**config.mk**
```make
export PLATFORM = sky130hd
export DESIGN_NAME = adc_acq_sequencer_flat
export DESIGN_NICKNAME = d
export VERILOG_FILES = /design/src/rtl/adc_acq_pkg.sv /design/src/rtl/adc_acq_sequencer_if.sv /design/src/rtl/acq_pingpong_buf.sv /design/src/rtl/adc_acq_sequencer.sv /design/src/flat_wrapper.sv
export SDC_FILE = /design/constraint.sdc
export NUM_CORES = 1
export LEC_CHECK = 0
export BUFFER_PORTS_ARGS = -buffer_cell sky130_fd_sc_hd__buf_2
export CAP_MARGIN = 10
export CORE_MARGIN = 2
export CORE_UTILIZATION = 50
export DETAILED_ROUTE_END_ITERATION = 8
export PLACE_DENSITY = 0.65
export SETUP_SLACK_MARGIN = 0.15
export SLEW_MARGIN = 20
export SYNTH_ARGS = -nofsm -noshare
export SYNTH_HDL_FRONTEND = slang
export SYNTH_SLANG_ARGS = --single-unit
export TNS_END_PERCENT = 100
```
**constraint.sdc**
```tcl
create_clock -name clk_PSRAM -period 3.4 [get_ports clk_PSRAM]
set_input_delay 0.34 -clock clk_PSRAM [delete_from_list [all_inputs] [get_ports clk_PSRAM]]
set_output_delay 0.34 -clock clk_PSRAM [all_outputs]
set_load 0.005 [all_outputs]
```
**src/rtl/adc_acq_pkg.sv**
```systemverilog
// rtl/adc_acq_pkg.sv - shared state encoding and stored-word layout for the ADC acquisition sequencer
package adc_acq_pkg;

  typedef enum logic [2:0] {
    ST_IDLE    = 3'd0,
    ST_WARMUP  = 3'd1,
    ST_CAPTURE = 3'd2,
    ST_FLUSH   = 3'd3,
    ST_DONE    = 3'd4
  } acq_state_e;

  localparam int ACQ_WORD_W = 16;
  localparam int SAMPLE_LSB = 0;
  localparam int SAMPLE_W   = 12;
  localparam int OTR_BIT    = 12;

  function automatic logic [ACQ_WORD_W-1:0] pack_word(input logic [SAMPLE_W-1:0] sample,
                                                      input logic              tag);
    logic [ACQ_WORD_W-1:0] w;
    w                           = '0;
    w[SAMPLE_LSB +: SAMPLE_W]   = sample;
    w[OTR_BIT]                  = tag;
    return w;
  endfunction

endpackage

```
**src/rtl/adc_acq_sequencer_if.sv**
```systemverilog
// rtl/adc_acq_sequencer_if.sv - burst handshake between the acquisition sequencer and the PSRAM write path
interface adc_acq_sequencer_if #(
  parameter int ADDR_W = 22
);
  import adc_acq_pkg::*;

  logic                  burst_req;
  logic [ADDR_W-1:0]     burst_addr;
  logic                  burst_ack;
  logic                  burst_rd;
  logic [ACQ_WORD_W-1:0] burst_data;

  modport master (
    output burst_req,
    output burst_addr,
    output burst_data,
    input  burst_ack,
    input  burst_rd
  );

  modport slave (
    input  burst_req,
    input  burst_addr,
    input  burst_data,
    output burst_ack,
    output burst_rd
  );

endinterface

```
**src/rtl/acq_pingpong_buf.sv**
```systemverilog
// rtl/acq_pingpong_buf.sv - two-bank burst buffer with fill/drain pointers and per-bank full flags
module acq_pingpong_buf
  import adc_acq_pkg::*;
#(
  parameter int BURST_LEN = 16
) (
  input  logic                  clk,
  input  logic                  rst,
  input  logic                  clear,
  input  logic                  wr_en,
  input  logic [ACQ_WORD_W-1:0] wr_data,
  input  logic                  rd_en,
  output logic                  wr_ok,
  output logic                  wr_drop,
  output logic                  drain_full,
  output logic                  any_full,
  output logic                  rd_last,
  output logic [ACQ_WORD_W-1:0] rd_data
);

  localparam int            PW   = $clog2(BURST_LEN);
  localparam logic [PW-1:0] LAST = PW'(BURST_LEN - 1);

  logic [ACQ_WORD_W-1:0] mem_q [2][BURST_LEN];

  logic          fill_sel_q,  fill_sel_d;
  logic          drain_sel_q, drain_sel_d;
  logic [PW-1:0] fill_ptr_q,  fill_ptr_d;
  logic [PW-1:0] rd_ptr_q,    rd_ptr_d;
  logic [1:0]    full_q,      full_d;
  logic          wr_last;
  logic          free_into_fill;

  // Fill and drain both alternate 0,1,0,1 so a full fill bank always means both banks are full.
  always_comb begin
    rd_last        = rd_en && (rd_ptr_q == LAST);
    free_into_fill = rd_last && (drain_sel_q == fill_sel_q);
    wr_ok          = wr_en && (!full_q[fill_sel_q] || free_into_fill);
    wr_drop        = wr_en && !wr_ok;
    wr_last        = wr_ok && (fill_ptr_q == LAST);

    full_d      = full_q;
    fill_ptr_d  = fill_ptr_q;
    fill_sel_d  = fill_sel_q;
    rd_ptr_d    = rd_ptr_q;
    drain_sel_d = drain_sel_q;

    if (rd_en) begin
      rd_ptr_d = rd_ptr_q + PW'(1);
    end
    if (rd_last) begin
      full_d[drain_sel_q] = 1'b0;
      drain_sel_d         = ~drain_sel_q;
    end
    if (wr_ok) begin
      fill_ptr_d = fill_ptr_q + PW'(1);
    end
    if (wr_last) begin
      full_d[fill_sel_q] = 1'b1;
      fill_sel_d         = ~fill_sel_q;
    end
  end

  always_ff @(posedge clk) begin
    if (rst || clear) begin
      full_q      <= '0;
      fill_ptr_q  <= '0;
      fill_sel_q  <= 1'b0;
      rd_ptr_q    <= '0;
      drain_sel_q <= 1'b0;
    end else begin
      full_q      <= full_d;
      fill_ptr_q  <= fill_ptr_d;
      fill_sel_q  <= fill_sel_d;
      rd_ptr_q    <= rd_ptr_d;
      drain_sel_q <= drain_sel_d;
    end
  end

  always_ff @(posedge clk) begin
    if (wr_ok) begin
      mem_q[fill_sel_q][fill_ptr_q] <= wr_data;
    end
  end

  assign drain_full = full_q[drain_sel_q];
  assign any_full   = |full_q;
  assign rd_data    = mem_q[drain_sel_q][rd_ptr_q];

endmodule

```
**src/rtl/adc_acq_sequencer.sv**
```systemverilog
// rtl/adc_acq_sequencer.sv - ADC acquisition run sequencer feeding PSRAM bursts
// Optional OTR tagging of stored words and the otr_seen output: define ACQ_OTR_TAG_EN.
module adc_acq_sequencer
  import adc_acq_pkg::*;
#(
  parameter int ACQ_LEN   = 1024,
  parameter int BURST_LEN = 16,
  parameter int WARMUP    = 8,
  parameter int ADDR_W    = 22,
  parameter int BASE_ADDR = 0
) (
  input  logic        clk_PSRAM,
  input  logic        rst,
  input  logic        start,
  input  logic        abort,
  input  logic        sample_strobe,
  input  logic [11:0] adc_data,
  input  logic        adc_OTR,
  output logic        adc_enable,
  output logic        busy,
  output logic        done,
  output logic        overrun,
  output logic [15:0] sample_count,
`ifdef ACQ_OTR_TAG_EN
  output logic        otr_seen,
`endif
  adc_acq_sequencer_if.master bif
);

  localparam logic [15:0]       ACQ_LEN_C = 16'(ACQ_LEN);
  localparam logic [15:0]       WARM_LAST = 16'(WARMUP - 1);
  localparam logic [ADDR_W-1:0] BASE_C    = ADDR_W'(BASE_ADDR);
  localparam logic [ADDR_W-1:0] STEP_C    = ADDR_W'(BURST_LEN);

  acq_state_e        state_q, state_d;
  logic [15:0]       warm_cnt_q, warm_cnt_d;
  logic [15:0]       sample_count_q, sample_count_d;
  logic              overrun_q, overrun_d;
  logic              active_q, active_d;
  logic [ADDR_W-1:0] addr_q, addr_d;
  logic              otr_seen_q, otr_seen_d;

  logic                  buf_clear;
  logic                  buf_wr_en;
  logic                  buf_rd_en;
  logic [ACQ_WORD_W-1:0] buf_wr_data;
  logic                  wr_ok;
  logic                  wr_drop;
  logic                  drain_full;
  logic                  any_full;
  logic                  rd_last;
  logic [ACQ_WORD_W-1:0] rd_data;
  logic                  burst_req;
  logic                  sample_tag;

`ifdef ACQ_OTR_TAG_EN
  assign sample_tag = adc_OTR;
  assign otr_seen   = otr_seen_q;
`else
  logic unused_otr;
  assign sample_tag = 1'b0;
  assign unused_otr = adc_OTR ^ otr_seen_q;
`endif

  assign buf_wr_data = pack_word(adc_data, sample_tag);
  assign burst_req   = drain_full && !active_q;

  acq_pingpong_buf #(
    .BURST_LEN (BURST_LEN)
  ) u_buf (
    .clk        (clk_PSRAM),
    .rst        (rst),
    .clear      (buf_clear),
    .wr_en      (buf_wr_en),
    .wr_data    (buf_wr_data),
    .rd_en      (buf_rd_en),
    .wr_ok      (wr_ok),
    .wr_drop    (wr_drop),
    .drain_full (drain_full),
    .any_full   (any_full),
    .rd_last    (rd_last),
    .rd_data    (rd_data)
  );

  always_comb begin
    state_d        = state_q;
    warm_cnt_d     = warm_cnt_q;
    sample_count_d = sample_count_q;
    overrun_d      = overrun_q;
    active_d       = active_q;
    addr_d         = addr_q;
    otr_seen_d     = otr_seen_q;
    buf_clear      = 1'b0;
    buf_wr_en      = (state_q == ST_CAPTURE) && sample_strobe && !abort;
    // An rd in the ack cycle is dropped because active_q is still low then.
    buf_rd_en      = active_q && bif.burst_rd && !abort;

    if (burst_req && bif.burst_ack) begin
      active_d = 1'b1;
    end
    if (rd_last) begin
      active_d = 1'b0;
      addr_d   = addr_q + STEP_C;
    end

    unique case (state_q)
      ST_IDLE, ST_DONE: begin
        if (start) begin
          state_d        = ST_WARMUP;
          warm_cnt_d     = '0;
          sample_count_d = '0;
          overrun_d      = 1'b0;
          active_d       = 1'b0;
          addr_d         = BASE_C;
          otr_seen_d     = 1'b0;
          buf_clear      = 1'b1;
        end
      end
      ST_WARMUP: begin
        if (sample_strobe) begin
          if (warm_cnt_q == WARM_LAST) begin
            state_d = ST_CAPTURE;
          end else begin
            warm_cnt_d = warm_cnt_q + 16'd1;
          end
        end
      end
      ST_CAPTURE: begin
        if (wr_ok) begin
          sample_count_d = sample_count_q + 16'd1;
          if (sample_tag) begin
            otr_seen_d = 1'b1;
          end
          if (sample_count_q + 16'd1 == ACQ_LEN_C) begin
            state_d = ST_FLUSH;
          end
        end
        if (wr_drop) begin
          overrun_d = 1'b1;
        end
      end
      ST_FLUSH: begin
        if (!any_full && !active_q) begin
          state_d = ST_DONE;
        end
      end
      default: state_d = ST_IDLE;
    endcase

    if (abort) begin
      state_d   = ST_IDLE;
      active_d  = 1'b0;
      buf_clear = 1'b1;
    end
  end

  always_ff @(posedge clk_PSRAM) begin
    if (rst) begin
      state_q        <= ST_IDLE;
      warm_cnt_q     <= '0;
      sample_count_q <= '0;
      overrun_q      <= 1'b0;
      active_q       <= 1'b0;
      addr_q         <= BASE_C;
      otr_seen_q     <= 1'b0;
    end else begin
      state_q        <= state_d;
      warm_cnt_q     <= warm_cnt_d;
      sample_count_q <= sample_count_d;
      overrun_q      <= overrun_d;
      active_q       <= active_d;
      addr_q         <= addr_d;
      otr_seen_q     <= otr_seen_d;
    end
  end

  assign adc_enable     = (state_q == ST_WARMUP) || (state_q == ST_CAPTURE);
  assign busy           = (state_q == ST_WARMUP) || (state_q == ST_CAPTURE) || (state_q == ST_FLUSH);
  assign done           = (state_q == ST_DONE);
  assign overrun        = overrun_q;
  assign sample_count   = sample_count_q;
  assign bif.burst_req  = burst_req;
  assign bif.burst_addr = addr_q;
  assign bif.burst_data = rd_data;

endmodule

```
**src/flat_wrapper.sv**
```systemverilog
// flat-port wrapper written by rule: the top's interface ports become plain ports
module adc_acq_sequencer_flat import adc_acq_pkg::*;
#(
  parameter int ACQ_LEN   = 1024,
  parameter int BURST_LEN = 16,
  parameter int WARMUP    = 8,
  parameter int ADDR_W    = 22,
  parameter int BASE_ADDR = 0
)
  (clk_PSRAM, rst, start, abort, sample_strobe, adc_data, adc_OTR, adc_enable, busy, done, overrun, sample_count, bif_burst_req, bif_burst_addr, bif_burst_data, bif_burst_ack, bif_burst_rd);
  adc_acq_sequencer_if #(.ADDR_W(ADDR_W)) bif_i ();
  input  logic clk_PSRAM;
  input  logic rst;
  input  logic start;
  input  logic abort;
  input  logic sample_strobe;
  input  logic [11:0] adc_data;
  input  logic adc_OTR;
  output logic adc_enable;
  output logic busy;
  output logic done;
  output logic overrun;
  output logic [15:0] sample_count;
  output wire logic [$bits(bif_i.burst_req)-1:0] bif_burst_req;
  output wire logic [$bits(bif_i.burst_addr)-1:0] bif_burst_addr;
  output wire logic [$bits(bif_i.burst_data)-1:0] bif_burst_data;
  input wire logic [$bits(bif_i.burst_ack)-1:0] bif_burst_ack;
  input wire logic [$bits(bif_i.burst_rd)-1:0] bif_burst_rd;
  assign bif_burst_req = bif_i.burst_req;
  assign bif_burst_addr = bif_i.burst_addr;
  assign bif_burst_data = bif_i.burst_data;
  assign bif_i.burst_ack = bif_burst_ack;
  assign bif_i.burst_rd = bif_burst_rd;
  adc_acq_sequencer #(.ACQ_LEN(ACQ_LEN), .BURST_LEN(BURST_LEN), .WARMUP(WARMUP), .ADDR_W(ADDR_W), .BASE_ADDR(BASE_ADDR)) u_core (.clk_PSRAM(clk_PSRAM), .rst(rst), .start(start), .abort(abort), .sample_strobe(sample_strobe), .adc_data(adc_data), .adc_OTR(adc_OTR), .adc_enable(adc_enable), .busy(busy), .done(done), .overrun(overrun), .sample_count(sample_count), .bif(bif_i));
endmodule
```
==> Yosys cells after proc, flatten, opt, wreduce, memory -nomap -nowiden <==
Memories as Yosys holds them, arrays and structs flattened. A register that Yosys moved wholly into a read port is not among the register bits.
Index checks and enable logic that the tools add are counted.
Widths: inputs -> output; s select.
{ "word_totals": {"out_inout_bits": 59, "inputBits": 20, "word_cells": 127, "ff_bits": 71, "n_memories": 1, "ramBits": 384} }
{ "classes": {"addsub": 5, "n_mux": 45, "n_reduce_logical": 34, "order_cmp": 7, "bitwise": 7, "n_eq_ne": 17} }
{ "memory_table": {"columns": ["memory", "words", "word_bits", "read_ports", "rd_clocked_by_memory_dff", "wr", "line_no", "text"], "rows": [
  ["u_core.u_buf.mem_q", 2, 192, 1, 1, 1, "acq_pingpong_buf.sv:24", "logic [ACQ_WORD_W-1:0] mem_q [2][BURST_LEN];"]
]} }
{ "op_table": {"columns": ["op", "n"], "rows": [
  ["$mux 256", 1],
  ["$mux 16", 7],
  ["$mux 22", 3],
  ["$bmux 16 s4", 1],
  ["$demux 16 s4", 1],
  ["$pmux 16 s2", 2],
  ["$add 16x1->16 const B", 2],
  ["$add 22x5->22 const B", 1],
  ["$mux 1", 18],
  ["$mux 3", 6],
  ["$eq 16x11->1 const B", 1],
  ["$eq 16x3->1 const B", 1],
  ["$logic_and 1x1->1", 15],
  ["$ne 2x2->1 const B", 6],
  ["$pmux 3 s4", 1],
  ["$ge 5x5->1 const B", 2],
  ["$not 4->5", 2],
  ["$add 4x1->4 const B", 2],
  ["$eq 4x4->1 const B", 2],
  ["$eq 3x2->1 const B", 2],
  ["$reduce_and 3->1", 2],
  ["$reduce_and 6->1", 1],
  ["$reduce_or 2->1", 3],
  ["$logic_not 1->1", 5],
  ["other kinds (18)", 28]
]} }

==> Depth between registers and ports, before layout <==
Gate-level depths: netlist of the first run.
{ "depth": {"depth_word": 10, "mapped_depth": 8, "ltp_nobuf": 6} }

==> By module <==
A second synthesis of the first run with hierarchy kept.
{ "unflattened": {"hier_cells": 1326, "hier_area_um2": 23219.8} }
{ "by_module_without_submodules": {"columns": ["module", "seq_area_each_um2", "area_per_inst_um2", "instances", "cells_each"], "rows": [
  ["acq_pingpong_buf", 15635.0, 20246.9, 1, 962],
  ["adc_acq_sequencer", 1101.1, 2972.9, 1, 364]
]} }

==> Worst setup path before layout of the first run <==
No wires, ideal clock.
{ "synth_path": {"kind": "reg-to-reg", "start": "reg u_core.u_buf.rd_ptr_q[0]", "end": "mem u_core.u_buf.mem_q[0][12] in the netlist's numbering, enable pin", "setup_time_ns": 0.396, "t_required_ns": 3.004, "slack_ns": 0.460, "stages_incl_launch_ff": 8, "synth_period_minus_slack_ns": 2.940, "arrival_time_ns": 2.544, "n_path_buf": 1, "path_cell_list": "dfxtp_1 > ha_1 > nand3_1 > o311a_1 > nor3_1 > buf_2 > nand2_1 > nor3_1"} }
{ "synth_between": {"elab_chain_cells": 7} }
{ "synth_lines": {"columns": ["element", "line_no", "text"], "rows": [
  ["start, declared", "acq_pingpong_buf.sv:29", "logic [PW-1:0] rd_ptr_q, rd_ptr_d;"],
  ["start signal, assigned", "acq_pingpong_buf.sv:75", "rd_ptr_q <= rd_ptr_d;"],
  ["$eq 4x4->1", "acq_pingpong_buf.sv:36", "rd_last = rd_en && (rd_ptr_q == LAST);"],
  ["$logic_and 1x1->1", "acq_pingpong_buf.sv:36", null],
  ["$logic_and 1x1->1", "acq_pingpong_buf.sv:37", "free_into_fill = rd_last && (drain_sel_q == fill_sel_q);"],
  ["$logic_or 1x1->1", "acq_pingpong_buf.sv:38", "wr_ok = wr_en && (!full_q[fill_sel_q] || free_into_fill);"],
  ["$logic_and 1x1->1", "acq_pingpong_buf.sv:38", null],
  ["$mux 1", "acq_pingpong_buf.sv:81", "if (wr_ok) begin"],
  ["$mux 256 (implied by the code)", "acq_pingpong_buf.sv:82", "mem_q[fill_sel_q][fill_ptr_q] <= wr_data;"],
  ["end, declared", "acq_pingpong_buf.sv:24", null]
]} }
No other way between the ends.

==> out/qor.yml, run 1 <==
clock_network:
  clock_sinks: 452
  cts_tree: "yes"
  cts.clk_slew.worst_paths_ns: 0.06
  cts_root_buf: "clkbuf_16"
  clk_path_buf_depth: 3
  htree_levels: 2
  postCtsHoldBufs: 0
  clkLatencyLatePin_ns: 0.56
  cts_buffers: 46
critical_path:
  critPathCaptureType: "output port"
  r2r_cells: 6
  crit_type: "reg -> out"
  critPathArrivalTime_ns: 2.84
  cp_max_fo: 17
  worstReg2RegEnd: "u_core.u_buf.mem_q[1][178]"
  critPathLaunchType: "flip-flop"
  cp.required_ns: 3.06
  reg2reg_from: "u_core.state_q[1]"
  r2r_setup_slack_ns: 0.43
synthesis:
  synthCells: 1032
  synth-edff-count: 384
  ys_warn_count: 0
  mappedNetlistArea_sq_mm: 0.0183
  ys_types: 63
  avgSynthCellArea_sq_um: 17.8
  yosys_most_used_dff: "edfxtp_1"
  synth_top_area_share_pct: 62.9
  ys_async_sr_fraction_pct: 0
  ys_seq_elements: 452
  synth_area_leader_cell: "edfxtp_1"
  synthTopCellsByArea: "edfxtp_1 63%, mux4_2 15%, dfxtp_1 7.4%"
  synth_seq_area_share_pct: 70.3
global_routing:
  track_usage_pct: 19.9
  grt_remaining_overflow: 0
  grt_pass1_vias: 9699
  grt_max_degree: 34
  grt_pass1_wl_mm: 57.1
  antenna_found_initial: 0
drt:
  vias: 9652
  dr.pass1.iters: 4
  wl_met3_mm: 1.78
  antenna_left: 0
  m1WireLength_mm: 16.4
  drc_errors: 0
  wl_mm: 37.6
  top_layer_used: "met4"
  viasPerCell: 5.85
  wl_met2_mm: 18.8
  drtIter0Drc: 698
  wire_per_inst_um: 22.8
final_layout:
  nNetsFinal: 1176
  regArea_sq_mm: 0.0129
  fin_util_pct: 57.7
  syn2layout_area_growth_pct: 14.4
  stdcell_count: 1651
  drive_gt1_share_pct: 28.4
  filler_cell_count: 2737
  n_antenna_cell: 0
  multi_input_comb_area_sq_mm: 0.00509
sta:
  finalMaxSlewViolations: 0
  hold_violations: 0
  clock_skew_ns: 0.0107
  grt_setup_unrepaired: "yes"
  setup_tns_ns: 0
  period_needed_ns: 3.18
  slew_headroom_pct: 56.9
  holdWs_ns: 0.0246
  tightest_slew_ns: 0.643
  max_freq_ghz: 0.314
  post-route-period-util_pct: 93.6
  setup_viol: 0
hold_path:
  min-delay-start: "abort"
  worst_hold_path_type: "in -> reg"
  hold_depth: 2
  whs_endpoint: "u_core.state_q[2]"
power:
  ir_drop_uv: 406
  leakagePower_nw: 6.53
  totalPowerFinal_w: 0.0111
  power.density_mw_per_mm2: 527
placement:
  place_congestion: 0.798
  port_buffers: 69
  dp_hpwl_mm: 22.3
  dp.cells: 1563
run_status:
  status: "completed"
floorplan:
  ioPinCount: 79
  die-area_sq_mm: 0.0382
  die_x_um: 196
  rows: 70
  core_sq_mm: 0.0363
  start_util_pct: 50.5
  die_y_um: 196
job:
  cap_violations: 0
## cells in the final DEF, fill, tap and decap left out, types with 19 or more instances in the layout
cell type / n
a21oi_1: 36
buf_2: 69
buf_4: 47
clkbuf_16: 48
dfxtp_1: 65
edfxtp_1: 384
mux4_2: 120
nand2_1: 35
nand3_1: 24
nor2_1: 69
xnor2_1: 19
## sequential cells by signal, indices dropped and copies added (netlist names), named ones only
register                  cells
u_core.u_buf.mem_q          384
u_core.bif.burst_addr        18
u_core.sample_count          16
u_core.warm_cnt_q            16
u_core.u_buf.fill_ptr_q       4
u_core.u_buf.rd_ptr_q         4
u_core.state_q                3
u_core.u_buf.full_q           2
u_core.active_q               1
u_core.overrun                1
u_core.u_buf.drain_sel_q      1
u_core.u_buf.fill_sel_q       1
## per-layer routing
layer / vias to the layer above / global-route usage, %
li1: 4397 / -
met1: 4966 / 27.7
met2: 236 / 33.4
met3: 53 / 2.83
met4: 0 / 5.17
met5: - / 0
## Yosys cell counts (all sizes together) (2+ instances only)
master	count
mux2	12
nor3b	6
nand3	25
nor2	69
a21oi	36
buf	32
nor4	9
a31o	2
o41ai	2
and3	6
and4	3
nand3b	7
o31ai	11
clkbuf	31
nand4b	2
nand4	10
inv	16
mux4	120
a21o	3
a211oi	2
a22o	3
mux2i	5
o21ai	16
or3	9
a31oi	10
xor2	5
or3b	2
ha	9
a2111oi	4
xnor2	19
nor3	19
edfxtp	384
nand2	36
or4	13
dfxtp	68
nand2b	6
## what timing repair did
action,CTS,global route
gates cloned,1,1
resized for setup,2,4
setup endpoints to repair,12,12
pin swaps,0,0
buffers inserted,2,0
## how the worst max path moves through the flow
stage	start	to	slack (ns)	cells after the start
2_1_floorplan	u_core.u_buf.rd_ptr_q[0]	u_core.u_buf.mem_q[0][12]	0.46	7
3_3_place_gp	u_core.u_buf.rd_ptr_q[0]	u_core.u_buf.mem_q[1][165]	0.41	7
3_5_place_dp	u_core.u_buf.rd_ptr_q[0]	u_core.u_buf.mem_q[1][169]	0.40	7
4_1_cts	flip-flop	bif_burst_data[7]	0.14	5
5_1_grt	flip-flop	bif_burst_data[11]	0.15	5
6_report	flip-flop	bif_burst_data[11]	0.22	5
## through the flow
stage               instance area, sq um  worst slack, ns
global placement                   19400            0.405
CTS                                20900            0.143
detailed placement                 19400            0.398
finish                             21000            0.217
floorplan                          18400            0.460
global route                       21000            0.149
## worst max-delay path, cell delays in order, from the launching register on
cell     delay (ns)
dfxtp_4        0.47
buf_8          0.25
mux4_2         0.53
mux4_2         0.53
mux2_2         0.34
buf_2          0.14
## where the power goes
group	switching (W)	leakage [nW]	internal [W]
registers	0.00000348	4.00	0.00600
logic	0.000110	1.82	0.0000244
clock network	0.00206	0.711	0.00285
total	0.00218	6.53	0.00888
## cell families after synthesis
logic type                 after synthesis  share of synthesized area [%]
and+or+nand+nor                        226                           6.43
AOI/OAI and AO/OA                      103                           3.60
muxes                                  137                           15.7
adders and majority gates                9                          0.614
DFF                                    452                           70.3
xor gates and xnor gates                24                           1.15
other                                    1                         0.0204
buffers and inverters                   80                           2.14
## final cells by class
class                      instances  share of cell area, %
timing repair buffer             123                   4.04
inverter                          17                  0.304
clock buffer                      54                   5.73
multi-input combinational        507                   24.3
clock inverter                    30                   1.32
sequential                       452                   61.5
tap                              468                   2.79
(Power assumes the default switching activity.)
==> run 2, diff against run 1 <==
--- a/config.mk
+++ b/config.mk
@@ -10,10 +10,11 @@
 export CORE_MARGIN = 2
 export CORE_UTILIZATION = 50
 export DETAILED_ROUTE_END_ITERATION = 8
-export PLACE_DENSITY = 0.65
+export PLACE_DENSITY = 0.64
 export SETUP_SLACK_MARGIN = 0.15
 export SLEW_MARGIN = 20
 export SYNTH_ARGS = -nofsm -noshare
 export SYNTH_HDL_FRONTEND = slang
+export SYNTH_HIERARCHICAL = 1
 export SYNTH_SLANG_ARGS = --single-unit
 export TNS_END_PERCENT = 100
==> constraint.sdc (replaced) <==
create_clock -name clk_PSRAM -period 3.4 [get_ports clk_PSRAM]
set_input_delay 0.51 -clock clk_PSRAM [delete_from_list [all_inputs] [get_ports clk_PSRAM]]
set_output_delay 0.51 -clock clk_PSRAM [all_outputs]
set_load 0.005 [all_outputs]
==> run 2 against run 1 <==
Effect of this change:
- die area increased by 26%
- via count increased by 31%
- maximum frequency decreased by 1.4%
- critical path type unchanged
- total power increased by 29%
- synthesized cell count increased by 28%
- sequential share of layout area decreased by 1.3 points
- routed wire length increased by 38%
- clock-buffer cell count increased by 15
- clock skew increased by 0.011 ns
==> out/qor.yml, run 2 <==
run_status:
  status: "completed"
sta:
  tightest_slew_ns: 0.731
  hold_violations: 0
  finalMaxSlewViolations: 0
  setup_tns_ns: 0
  post-route-period-util_pct: 94.9
  grt_setup_unrepaired: "yes"
  max_freq_ghz: 0.310
  holdWs_ns: 0.170
  slew_headroom_pct: 51.3
  layout_setup_ws_ns: 0.173
  period_needed_ns: 3.23
  clock_skew_ns: 0.0216
  setup_viol: 0
power:
  p_sw_w: 0.00278
  switching_share_pct: 19.5
  internal_power_w: 0.0115
  power.density_mw_per_mm2: 513
  share_seq_of_total_power_pct: 54.3
  leakagePower_nw: 9.08
  pwr-share-clk_pct: 44.4
  comb_power_share_pct: 1.3
  ir_drop_uv: 348
synthesis:
  ys_types: 68
  synth_seq_area_share_pct: 72.1
  ys_seq_elements: 580
  synthCells: 1326
  synthSimpleGateAreaFrac_pct: 5.80
  synth_top_family_by_area: "multiplexers"
  avgSynthCellArea_sq_um: 17.5
  synth_compound_area_share_pct: 5.70
  ys_async_sr_fraction_pct: 0
  ys_warn_count: 6
  synth_most_common_cell: "edfxtp_1"
  synth_fa_ha_area_share_pct: 0.485
  mappedNetlistArea_sq_mm: 0.0232
  synth_area_leader_cell: "edfxtp_1"
  synth_xor_area_share_pct: 1.43
  synth_commonest_cells: "512 x edfxtp_1, 96 x mux4_2, 96 x nor2_1"
  synth_mux_area_share_pct: 12.3
  synth_top_area_share_pct: 66.2
  synthTopCellsByArea: "edfxtp_1 66%, mux4_2 9.3%, dfxtp_1 5.9%"
  yosys_most_used_dff: "edfxtp_1"
  synth-edff-count: 512
final_layout:
  final_common_cell: "edfxtp_1"
  largest_reg_flops: 512
  stdcell_count: 2270
  mostFrequentLayoutCells: "512 x edfxtp_1, 132 x conb_1, 96 x mux4_2"
  drive_gt1_share_pct: 26.0
  filler_cell_count: 3330
  largest_register: "u_core/u_buf/mem_q"
  n_antenna_cell: 0
  syn2layout_area_growth_pct: 19.8
  nNetsFinal: 1652
global_routing:
  met3_usage_pct: 3.59
  grt_remaining_overflow: 0
  grt_pass1_wl_mm: 76.8
  met2_usage_pct: 36.7
  grt_busiest_layer: "met2"
  track_usage_pct: 21.9
  grt_pass1_vias: 12600
  grt_max_degree: 40
  grtUsageMet1_pct: 29.7
  antenna_found_initial: 0
floorplan:
  start_util_pct: 50.9
  rows: 78
  die_x_um: 220
  die_y_um: 220
  die-area_sq_mm: 0.0482
  core_sq_mm: 0.0456
  ioPinCount: 79
job:
  cap_violations: 0
clock_network:
  htree_levels: 2
  cts_buffers: 58
  clock_sinks: 580
  cts.clk_slew.worst_paths_ns: 0.06
  clk_path_buf_depth: 3
  clkLatencyLatePin_ns: 0.62
  cts_root_buf: "clkbuf_16"
  cts_tree: "yes"
critical_path:
  cp.required_ns: 2.89
  crit_family: "buffers and inverters"
  critPathLaunchType: "flip-flop"
  crit_top_cell: "buf_4"
  critPathCaptureType: "output port"
  crit_chain: "buf_12, buf_16, buf_4, mux4_2, nand2_1, a2bb2oi_1, a21oi_2, buf_4, buf_6"
  cp_num_buf_inv: 5
  crit_type: "reg -> out"
  critPathArrivalTime_ns: 2.72
  cpMaxStageDelayCell: "mux4_2"
  max_stage_delay_ns: 0.48
  cp_max_fo: 7
placement:
  dpl_worst_slack_ns: 0.315
  place_congestion: 0.803
  dp_hpwl_mm: 30.1
  dp.cells: 2129
  port_buffers: 73
drt:
  drtIter0Drc: 1020
  dr.pass1.iters: 5
  antenna_left: 0
  drc_errors: 0
  vias: 12700
  wire_per_inst_um: 22.8
  wl_mm: 51.8
  viasPerCell: 5.59
hold_path:
  worst_hold_path_type: "in -> reg"
[run 2: cell families after synthesis]
| logic type | after synthesis |
|---|---|
| other cells | 1 |
| compound gates | 188 |
| fa+ha+maj | 9 |
| xor+xnor | 38 |
| mux | 166 |
| buf+inv | 85 |
| simple gates | 259 |
| flops | 580 |
[run 2: final timing paths]
| path | startpoint | end | slack [ns] | cells after the start |
|---|---|---|---|---|
| worst max-delay path | flip-flop | bif_burst_data[14] | 0.17 | 9 |
| worst min register to register | u_core/u_buf/full_q[1] | u_core/u_buf/full_q[1] | 0.50 | 2 |
| worst max register to register | u_core/state_q[0] | u_core/sample_count[8] | 0.48 | 13 |
| worst min-delay path | abort | u_core/state_q[1] | 0.17 | 2 |
[run 2: metal layers]
layer,vias up,wire (um)
met4,0,1270
met1,6452,21900
met3,84,2920
met5,-,0
li1,5789,-
met2,356,25800
[run 2: power by group through the flow]
stage	Sequential [W]	Combinational (W)	Clock [W]
after CTS	0.00775	0.000182	0.00647
after detailed placement	0.00790	0.000179	0
final	0.00775	0.000185	0.00633
after floorplan	0.00790	0.0000831	0
after global routing	0.00774	0.000211	0.00676
after global placement	0.00790	0.000171	0
[run 2: repair_timing]
item / CTS / global route
setup buffers: 19 / 10
pin swaps: 23 / 6
endpoints found under the setup margin: 16 / 20
hold endpoints to repair: 0 / 0
gates resized for setup: 49 / 18
hold buffers: 0 / 0
gates cloned: 3 / 2
[run 2: per-stage QoR]
step,instance area (sq um),total power [W],util [%]
floorplan,23700,0.00798,-
global placement,25000,0.00807,55.0
detailed placement,25000,0.00808,55.0
CTS,27600,0.0144,60.5
global route,27800,0.0147,61.0
finish,27800,0.0143,61.0
[run 2: area by class of cell]
class	instances	area (sq um)	share of cell area [%]
multi-input cells	792	6840	24.6
well taps	600	751	2.70
flip-flops and latches	580	16800	60.2
repair buffers	182	1540	5.52
clock buffers	69	1510	5.44
inverters	9	33.8	0.121
clock inverters	38	385	1.39
